File: src/rtl/out_port.sv
// Output port stage: FWFT FIFO between the stage-3 output register and an external valid/ack
// consumer. Optional per-entry even parity when OUT_PORT_PARITY_EN is defined.
module out_port #(
  parameter int unsigned DATA_W = 16,
  parameter int unsigned DEPTH  = 4,
  localparam int unsigned PTR_W = $clog2(DEPTH),
  localparam int unsigned CNT_W = PTR_W + 1
) (
  input  logic              clock,
  input  logic              resetn,
  input  logic              dataoutvx3,
  input  logic [DATA_W-1:0] dataoutx3,
  output logic              stalled,
  output logic              dataoutv,
  output logic [DATA_W-1:0] dataout,
`ifdef OUT_PORT_PARITY_EN
  output logic              dataoutp,
`endif
  input  logic              dataoutack,
  output logic [CNT_W-1:0]  count,
  output logic              ovf
);

  logic [CNT_W-1:0]  count_q, count_d;
  logic [PTR_W-1:0]  wptr_q, wptr_d;
  logic [PTR_W-1:0]  rptr_q, rptr_d;
  logic [DATA_W-1:0] mem_q [DEPTH];
  logic [DATA_W-1:0] dout_q, head_d;
  logic              ovf_q;
  logic              full, pop, push_ok, head_is_new;

  assign full    = (count_q == CNT_W'(DEPTH));
  assign pop     = (count_q != '0) && dataoutack;
  // A full FIFO still accepts a word when the head leaves in the same cycle.
  assign push_ok = dataoutvx3 && (!full || pop);

  always_comb begin
    count_d = count_q;
    unique case ({push_ok, pop})
      2'b10:   count_d = count_q + CNT_W'(1);
      2'b01:   count_d = count_q - CNT_W'(1);
      default: count_d = count_q;
    endcase
  end

  assign wptr_d = push_ok ? wptr_q + PTR_W'(1) : wptr_q;
  assign rptr_d = pop ? rptr_q + PTR_W'(1) : rptr_q;

  // The head register is loaded with the next head word; if that word is the one being
  // written right now, take it from the input since storage has not been updated yet.
  assign head_is_new = push_ok && (wptr_q == rptr_d);
  assign head_d      = head_is_new ? dataoutx3 : mem_q[rptr_d];

  always_ff @(posedge clock) begin
    if (push_ok) begin
      mem_q[wptr_q] <= dataoutx3;
    end
  end

  always_ff @(posedge clock or negedge resetn) begin
    if (!resetn) begin
      count_q <= '0;
      wptr_q  <= '0;
      rptr_q  <= '0;
      dout_q  <= '0;
      ovf_q   <= 1'b0;
    end else begin
      count_q <= count_d;
      wptr_q  <= wptr_d;
      rptr_q  <= rptr_d;
      if (count_d != '0) begin
        dout_q <= head_d;
      end
      if (dataoutvx3 && !push_ok) begin
        ovf_q <= 1'b1;
      end
    end
  end

`ifdef OUT_PORT_PARITY_EN
  logic par_mem_q [DEPTH];
  logic par_q, par_d;

  assign par_d = head_is_new ? ^dataoutx3 : par_mem_q[rptr_d];

  always_ff @(posedge clock) begin
    if (push_ok) begin
      par_mem_q[wptr_q] <= ^dataoutx3;
    end
  end

  always_ff @(posedge clock or negedge resetn) begin
    if (!resetn) begin
      par_q <= 1'b0;
    end else if (count_d != '0) begin
      par_q <= par_d;
    end
  end

  assign dataoutp = par_q;
`endif

  // Two slots stay free for words already in flight through the stage-3 register.
  assign stalled  = (count_q >= CNT_W'(DEPTH - 2));
  assign dataoutv = (count_q != '0);
  assign dataout  = dout_q;
  assign count    = count_q;
  assign ovf      = ovf_q;

endmodule

File: config.mk
export PLATFORM = sky130hd
export DESIGN_NAME = out_port
export DESIGN_NICKNAME = d
export VERILOG_FILES = /design/src/rtl/out_port.sv
export SDC_FILE = /design/constraint.sdc
export NUM_CORES = 1
export LEC_CHECK = 0
export ABC_CLOCK_PERIOD_IN_PS = 3500
export CORE_MARGIN = 5
export CORE_UTILIZATION = 45
export CTS_CLUSTER_SIZE = 16
export DETAILED_ROUTE_END_ITERATION = 8
export SETUP_SLACK_MARGIN = 0.1
export SYNTH_ARGS = -nofsm -noshare
export SYNTH_HDL_FRONTEND = slang
export SYNTH_SLANG_ARGS = --single-unit
export TNS_END_PERCENT = 100
File: constraint.sdc
create_clock -name clock -period 3.5 [get_ports clock]
set_input_delay 0.7 -clock clock [delete_from_list [all_inputs] [get_ports clock]]
set_output_delay 0.7 -clock clock [all_outputs]
set_load 0.02 [all_outputs]
* Word-level counts from Yosys, hierarchy flattened
Memory sizes are Yosys's and may differ from the RTL's. A register that Yosys moved wholly into a read port is not among the register bits.
Cells that the tools add are included.
** Storage, ports and cells
- Bits of input ports :: 20
- Bits in writable memories :: 64
- Memories :: 1
- Flip-flop bits (word level) :: 8
- Word-level logic and storage cells :: 26
** Memory list
- mem_q :: depth 4, width 16, read ports 1, clocked after Yosys merged registers in 1, write ports 1, RTL line 27 : logic [DATA_W-1:0] mem_q [DEPTH];
** Cells by class
- Add/subtract/negate cells :: 4
- Reductions and logical operators :: 9
- $lt $le $gt $ge :: 1
- Mux-type cells :: 4
- Equality and inequality tests :: 3
** Operators by type and width (number)
- case mux 3 bit (2 select lines) :: 1
- nonzero test 3 bit :: 2
- adder 2 x 1 -> 2 bit (second input constant) :: 2
- adder 3 x 1 -> 3 bit (second input constant) :: 1
- == test 3 bit (second input constant) :: 1
- greater-or-equal comparator 3 x 2 -> 1 bit (second input constant) :: 1
- logical AND 1 bit :: 3
- zero test 1 bit :: 3
- subtractor 3 x 1 -> 3 bit (second input constant) :: 1
- == test 2 x 1 -> 1 bit (second input constant) :: 1
- == test 2 bit (second input constant) :: 1
- 2-to-1 mux 1 bit :: 2
- 2-to-1 mux 2 bit :: 1
- logical OR 1 bit :: 1

* Depth between registers and ports, before layout
Gate-level depths: netlist of run 1.
- Word-level depth :: 7
- Depth in mapped cells :: 10
- Depth with buffers taken out :: 8

* Least setup slack after synthesis of run 1
No wires, ideal clock.
- Path kind :: input-to-reg
- From :: in dataoutack
- To :: reg dout_q[0] (netlist: dataout[0]), read port of mem_q
- Buffers on the path :: 2
- Data arrival time :: 2868 ps
- Required time :: 3375 ps
- Stages on the path :: 10
- Slack :: 507 ps
- Cell sequence :: buf_2 > nor2b_1 > nand2_1 > fa_1 > o21bai_1 > a31oi_1 > o21a_1 > nor3_2 > buf_4 > mux2_2
** Between the ends
- Word-level cells in the longest chain between the ends :: 6
- Elaborated cells on any way between the ends :: 8
- Those cells by class :: 2 x eq/ne; 2 x mux; 4 x reduce/logical
** RTL lines
- from (decl) :: RTL line 19 : input logic dataoutack,
- logical AND 1 bit * :: RTL line 33 : assign pop = (count_q != '0) && dataoutack;
- logical OR 1 bit :: RTL line 35 : assign push_ok = dataoutvx3 && (!full || pop);
- logical AND 1 bit :: RTL line 35
- == test 2 x 1 -> 1 bit or == test 2 bit (tied branches) :: RTL line 39 : unique case ({push_ok, pop})
- case mux 3 bit (2 select lines) * :: RTL line 39
- named net count_d[1] :: RTL line 24 : logic [CNT_W-1:0] count_q, count_d;
- nonzero test 3 bit * :: RTL line 71 : if (count_d != '0) begin
- to (decl) :: RTL line 28 : logic [DATA_W-1:0] dout_q, head_d;
Mark *: on every way through the listed nets, which the timed path passes. The rest lies on a longest branch.
A chain may end at the register's enable or synchronous reset.

* Final worst setup path of run 1
- From :: in dataoutack
- To :: reg dout_q[13] (netlist: dataout[13]), read port of mem_q
The elaborated chain is that of the path after synthesis.

==> results of run 1 <==
## per-stage QoR
step                power [µW]  std cells
global route              5160        556
global placement          4110        540
detailed placement        4170        540
CTS                       4870        556
floorplan                 3460        389
finish                    4830        556
## per-layer routing
metal / GRT usage, % / up-vias / share of wire, %
li1: - / 1516 / -
met1: 22.4 / 1568 / 47
met2: 28.1 / 52 / 48
met3: 2.77 / 13 / 3.4
met4: 5.84 / 0 / 1.5
met5: 0 / - / 0
## layout make-up
cell class                 instances  area (µm²)  area share [%]
sequential                        88        2520            47.3
multi-input combinational        258        1920            35.9
inverter                           4        15.0           0.281
clock buffer                      13         149            2.79
timing repair buffer              54         520            9.74
clock inverter                     3        42.5           0.796
tap                              136         170            3.19
## worst min-delay path by stage
stage,end,slack (ns),cells past startpoint
floorplan,count[0]$_DFF_PN0_,0.40,0
global placement,ovf$_DFFE_PN0P_,0.44,1
detailed placement,ovf$_DFFE_PN0P_,0.45,1
CTS,ovf$_DFFE_PN0P_,0.48,1
global route,ovf$_DFFE_PN0P_,0.53,1
finish,ovf$_DFFE_PN0P_,0.47,1
## power by group through the flow
stage / combinational (µW) / sequential, µW / clock [µW]
floorplan: 1750 / 1710 / 0
global placement: 2410 / 1700 / 0
detailed placement: 2460 / 1710 / 0
CTS: 2470 / 1690 / 717
global route: 2670 / 1720 / 761
finish: 2430 / 1690 / 704
## sequential cells by signal, summed over array words and instances (netlist names)
| signal | cells |
|---|---|
| rptr_q | 2 |
| dataout | 16 |
| wptr_q | 2 |
| mem_q | 64 |
| ovf | 1 |
| count | 3 |
## synth_stat cells (3+ instances only)
cell type	n
clkbuf_1	26
or3_1	3
o21a_1	16
buf_2	6
buf_6	4
nand3_1	33
dfrtp_1	24
edfxtp_1	64
mux2i_1	33
and2_1	4
xnor2_1	4
mux2_2	16
nand2_1	20
ha_1	4
nand3b_1	17
nor3_1	30
inv_1	4
o32ai_1	16
nor3b_1	32
## cells by family (layout without fill, tap and decap cells)
family                   count (synthesis)  in the layout  synth area share [%]
adder cells (fa/ha/maj)                  5              5                  1.51
XOR/XNOR                                 6              6                  1.13
buffers and inverters                   43             74                  4.45
AO/OA/AOI/OAI                           46             46                  8.21
AND/OR/NAND/NOR                        152            152                  19.3
multiplexers                            49             49                  11.0
flip-flops                              88             88                  54.4
## critical path, stage by stage
cell and delay [ns]:
clkdlybuf4s50_1 0.49, nor2b_1 0.17, nand2_1 0.09, fa_1 0.49, o21bai_1 0.11, a31oi_1 0.05, o21a_1 0.21, nor3_2 0.15
buf_4 0.29, mux2_2 0.37
==> impl_metrics.py, run 1 <==
metrics = {
    "clock_network": {
        "postCtsSetupBuffers": 0,
        "cts_buffer_depth": 2,
        "clk_pin_slew_ns": 0.08,
        "cts_resized": 0,
        "cts_buffers": 9,
        "cts_sinks": 88,
        "insertion_delay_ns": 0.36,
        "htreeDepth": 3,
        "cts-root-buf": "clkbuf_8",
        "postCtsHoldBufs": 0,
        "cts_tree": "built",
    },
    "final_layout": {
        "fill_cells": 889,
        "finalNetCount": 440,
        "final_common_cell": "edfxtp_1",
        "drive_gt1_share_pct": 11.7,
        "finalInstanceArea_mm2": 0.00534,
        "final_core_util_pct": 52.5,
        "diodes": 0,
        "mostFrequentLayoutCells": "edfxtp_1, clkdlybuf4s50_1, mux2i_1, nand3_1, nor3b_1",
        "synthToLayoutAreaGrowth_pct": 15.2,
    },
    "placed_design": {
        "place_worst_setup_slack_ns": 0.220,
        "io_buffers": 41,
        "globalplace.congestion": 0.776,
        "hpwl_um": 6120,
        "placed_cell_area_mm2": 0.00515,
    },
    "drt": {
        "wirelength_um": 10200,
        "post_drt_wl_per_cell_um": 18.4,
        "drc_errors": 0,
        "dr.pass1.iters": 4,
        "drt_iter0_drc": 103,
        "vias": 3149,
        "via_per_inst": 5.66,
        "ant_nets": 0,
    },
    "outcome": {
        "outcome": "completed",
    },
    "timing": {
        "finalWorstSetupSlack_ns": 0.624,
        "fmaxAchievable_mhz": 348,
        "tns_ns": 0,
        "fin_crit_sh_pct": 82.2,
        "min_period_ns": 2.88,
        "timing.hold.ws_ns": 0.474,
        "tightest_slew_ns": 1.05,
        "clock_skew_ns": 0.0115,
        "setup_viol": 0,
        "slew_violations": 0,
        "relSlewSlack_pct": 30.1,
        "hold_viol": 0,
        "rsz0062_at_grt": "no",
    },
    "synthesis": {
        "ys_warn_count": 0,
        "synth_seq_cells": 88,
        "syn-num-nets": 414,
        "async_flop_share_pct": 27.3,
        "ys_types": 45,
        "yosys-top-cells-area": "edfxtp_1, dfrtp_1, mux2i_1",
        "yosysSeqAreaShare_pct": 54.4,
        "synth-main-ff-cell": "edfxtp_1",
        "netlist.area_leader.share_pct": 41.5,
        "syn_area_per_cell_um2": 11.9,
        "synth_top_area_cell": "edfxtp_1",
        "synth_edf_count": 64,
        "syn_area_mm2": 0.00464,
        "syn_inst": 389,
    },
    "pwr": {
        "p_seq_share_pct": 35.0,
        "p_sw_uw": 1890,
        "power.leakage_uw": 0.00187,
        "internal_power_uw": 2930,
        "ir_drop_uv": 583,
        "power.share.switching_pct": 39.2,
        "combPwrFrac_pct": 50.4,
        "power.density_mw_per_mm2": 903,
        "power.clock.fraction_pct": 14.6,
    },
    "grt": {
        "grt_pass1_wl_um": 16600,
        "grt_max_degree": 67,
        "grt-ovfl-total": 0,
        "antenna_found_initial": 0,
        "first_global_vias": 3218,
        "track_usage_pct": 16.8,
    },
    "worst_hold_path": {
        "hold_class": "reg -> reg",
        "min-delay-start": "ovf$_DFFE_PN0P_",
    },
    "setup_path": {
        "regToRegSetupSlack_ns": 0.87,
        "rr_endpoint": "dataout[13]$_DFFE_PN0P_",
        "critPathKind": "in -> reg",
        "ff2ff_path_depth": 9,
        "timing.rr.start": "count[2]$_DFF_PN0_",
        "critPathLaunch": "dataoutack",
        "cp.arrival_ns": 3.12,
        "crit_path_end_kind": "register",
        "worstPathRequired_ns": 3.74,
        "worst_setup_path_start_kind": "input port",
        "crit_fanout": 16,
        "worstSetupEndpoint": "dataout[13]$_DFFE_PN0P_",
    },
    "job": {
        "cap_violations": 0,
    },
    "floorplanning": {
        "start_util_pct": 45.5,
        "ios": 42,
        "core_mm2": 0.0102,
        "num_rows": 37,
        "die_y_um": 111,
        "die_area_mm2": 0.0124,
        "die_x_um": 111,
    },
}
(Power assumes the default switching activity.)
==> run 2, diff against run 1 <==
Settings changed: ABC_CLOCK_PERIOD_IN_PS 3500 to 2700.
Clock period 3.5 ns to 2.7 ns, I/O delays scaled along.
==> run 2 against run 1 <==
Largest cell class unchanged; sequential power is 23% higher; via count is 4.7% higher; critical path depth is 1 lower; combinational power is 58% higher; first-iteration DRC count is 70% higher.
==> impl_metrics.py, run 2 (same netlist as run 1, synthesis figures left out) <==
metrics = {
    "outcome": {
        "outcome": "completed",
    },
    "grt": {
        "track_usage_pct": 17.4,
        "antenna_found_initial": 0,
        "first_global_vias": 3228,
        "grt-ovfl-total": 0,
        "grt_pass1_wl_um": 17200,
        "grt_max_degree": 67,
    },
    "clock_network": {
        "cts-root-buf": "clkbuf_8",
        "cts_buffer_depth": 2,
        "cts_tree": "built",
        "clk_pin_slew_ns": 0.09,
        "cts_buffers": 9,
        "cts_sinks": 88,
        "insertion_delay_ns": 0.35,
        "htreeDepth": 3,
    },
    "final_layout": {
        "synthToLayoutAreaGrowth_pct": 22.7,
        "final_common_cell": "edfxtp_1",
        "mostFrequentLayoutCells": "edfxtp_1, clkdlybuf4s50_1, mux2i_1, nand3_1, buf_4",
        "largest_register_ffs": 64,
        "final_core_util_pct": 55.8,
        "drive_gt1_share_pct": 19.9,
        "finalInstanceArea_mm2": 0.00569,
        "diodes": 0,
        "finalNetCount": 468,
        "largest-register": "mem_q",
    },
    "timing": {
        "slew_violations": 0,
        "fmaxAchievable_mhz": 406,
        "clock_skew_ns": 0.0125,
        "setup_viol": 0,
        "hold_viol": 0,
        "tns_ns": 0,
        "tightest_slew_ns": 0.642,
        "fin_crit_sh_pct": 91.1,
        "min_period_ns": 2.46,
        "rsz0062_at_grt": "no",
        "relSlewSlack_pct": 57.0,
    },
    "drt": {
        "via_per_inst": 5.65,
        "post_drt_wl_per_cell_um": 18.2,
        "dr.pass1.iters": 4,
        "vias": 3298,
        "wirelength_um": 10600,
        "ant_nets": 0,
        "drt_iter0_drc": 175,
        "drc_errors": 0,
    },
    "floorplanning": {
        "ios": 42,
        "start_util_pct": 45.5,
        "core_mm2": 0.0102,
        "die_x_um": 111,
        "die_y_um": 111,
        "num_rows": 37,
        "die_area_mm2": 0.0124,
    },
    "placed_design": {
        "hpwl_um": 6930,
        "globalplace.congestion": 0.797,
        "placed_cell_area_mm2": 0.00542,
        "io_buffers": 41,
    },
    "pwr": {
        "power.leakage_uw": 0.00205,
        "ir_drop_uv": 711,
        "power.density_mw_per_mm2": 1220,
    },
    "setup_path": {
        "crit_fanout": 8,
        "rr_endpoint": "dataout[8]$_DFFE_PN0P_",
        "regToRegSetupSlack_ns": 0.24,
        "cp.arrival_ns": 2.70,
        "crit_path_end_kind": "register",
        "timing.rr.start": "count[1]$_DFF_PN0_",
        "critPathKind": "reg -> reg",
        "worstPathRequired_ns": 2.94,
        "ff2ff_path_depth": 9,
        "worst_setup_path_start_kind": "register",
    },
    "worst_hold_path": {
        "min-delay-start": "ovf$_DFFE_PN0P_",
        "min_to": "ovf$_DFFE_PN0P_",
        "whs_path_depth": 1,
        "hold_class": "reg -> reg",
    },
    "job": {
        "cap_violations": 0,
    },
}
==> run 2: changes by cell type in the layout (fill, tap and decap cells not counted), sizes merged <==
cell,previous run,this run
bufinv,1,2
clkdlybuf4s50,41,39
dlygate4sd2,0,2
buf,13,41
clkbuf,13,9
clkinvlp,1,2
inv,4,6
==> run 2: repair_timing <==
item,in CTS,in global routing
gates resized for setup,7,0
buffers inserted,1,3
pin swaps,2,0
endpoints found under the setup margin,10,16
hold buffers,0,0
gates cloned,1,0
==> run 2: report_power, final <==
part	internal, µW	switching [µW]
combinational	1880	1960
sequential	1870	213
clock	529	495
total	4280	2670
==> run 2: cell type report <==
type | count | area (µm²)
Sequential cell | 88 | 2530
Clock buffer | 9 | 124
Tap cell | 136 | 170
Inverter | 4 | 15.0
Multi-Input combinational cell | 258 | 1960
Timing Repair Buffer | 82 | 790
Clock inverter | 7 | 101
Fill cell | 880 | 4500
==> run 2: stage by stage <==
| step | setup WS [ns] | power, µW | hold slack, ns | std cells |
|---|---|---|---|---|
| after global routing | 0.118 | 7380 | 0.503 | 584 |
| after CTS | 0.148 | 6970 | 0.472 | 581 |
| after detailed placement | -0.327 | 5870 | 0.445 | 563 |
| final | 0.240 | 6940 | 0.469 | 584 |
| after global placement | -0.264 | 5800 | 0.444 | 563 |
| after floorplan | 0.0986 | 4560 | 0.244 | 389 |
==> run 2: worst max path at each step <==
| stage | startpoint | end | slack, ns | cells after the start |
|---|---|---|---|---|
| 2_1_floorplan | dataoutack | dataout[0]$_DFFE_PN0P_ | 0.1 | 10 |
| 3_3_place_gp | dataoutack | dataout[14]$_DFFE_PN0P_ | -0.26 | 10 |
| 3_5_place_dp | dataoutack | dataout[1]$_DFFE_PN0P_ | -0.33 | 10 |
| 4_1_cts | count[0]$_DFF_PN0_ | dataout[2]$_DFFE_PN0P_ | 0.15 | 9 |
| 5_1_grt | count[1]$_DFF_PN0_ | dataout[12]$_DFFE_PN0P_ | 0.12 | 9 |
| 6_report | count[1]$_DFF_PN0_ | dataout[8]$_DFFE_PN0P_ | 0.24 | 9 |
==> run 2: per-layer routing <==
metal | routed length, µm | vias to the layer above | track usage, %
met5 | 0 | - | 0
met4 | 144 | 0 | 4.79
met3 | 361 | 14 | 3.75
met2 | 4910 | 67 | 26.5
met1 | 5190 | 1634 | 25.2
li1 | - | 1583 | -
==> run 2: critical path, cell delays in order (launching register included) <==
cell	delay, ns
dfrtp_2	0.47
or3_4	0.16
nand2_2	0.05
fa_2	0.52
o21bai_1	0.10
a31oi_1	0.05
o21a_1	0.23
nor3_4	0.28
buf_6	0.17
mux2_2	0.33
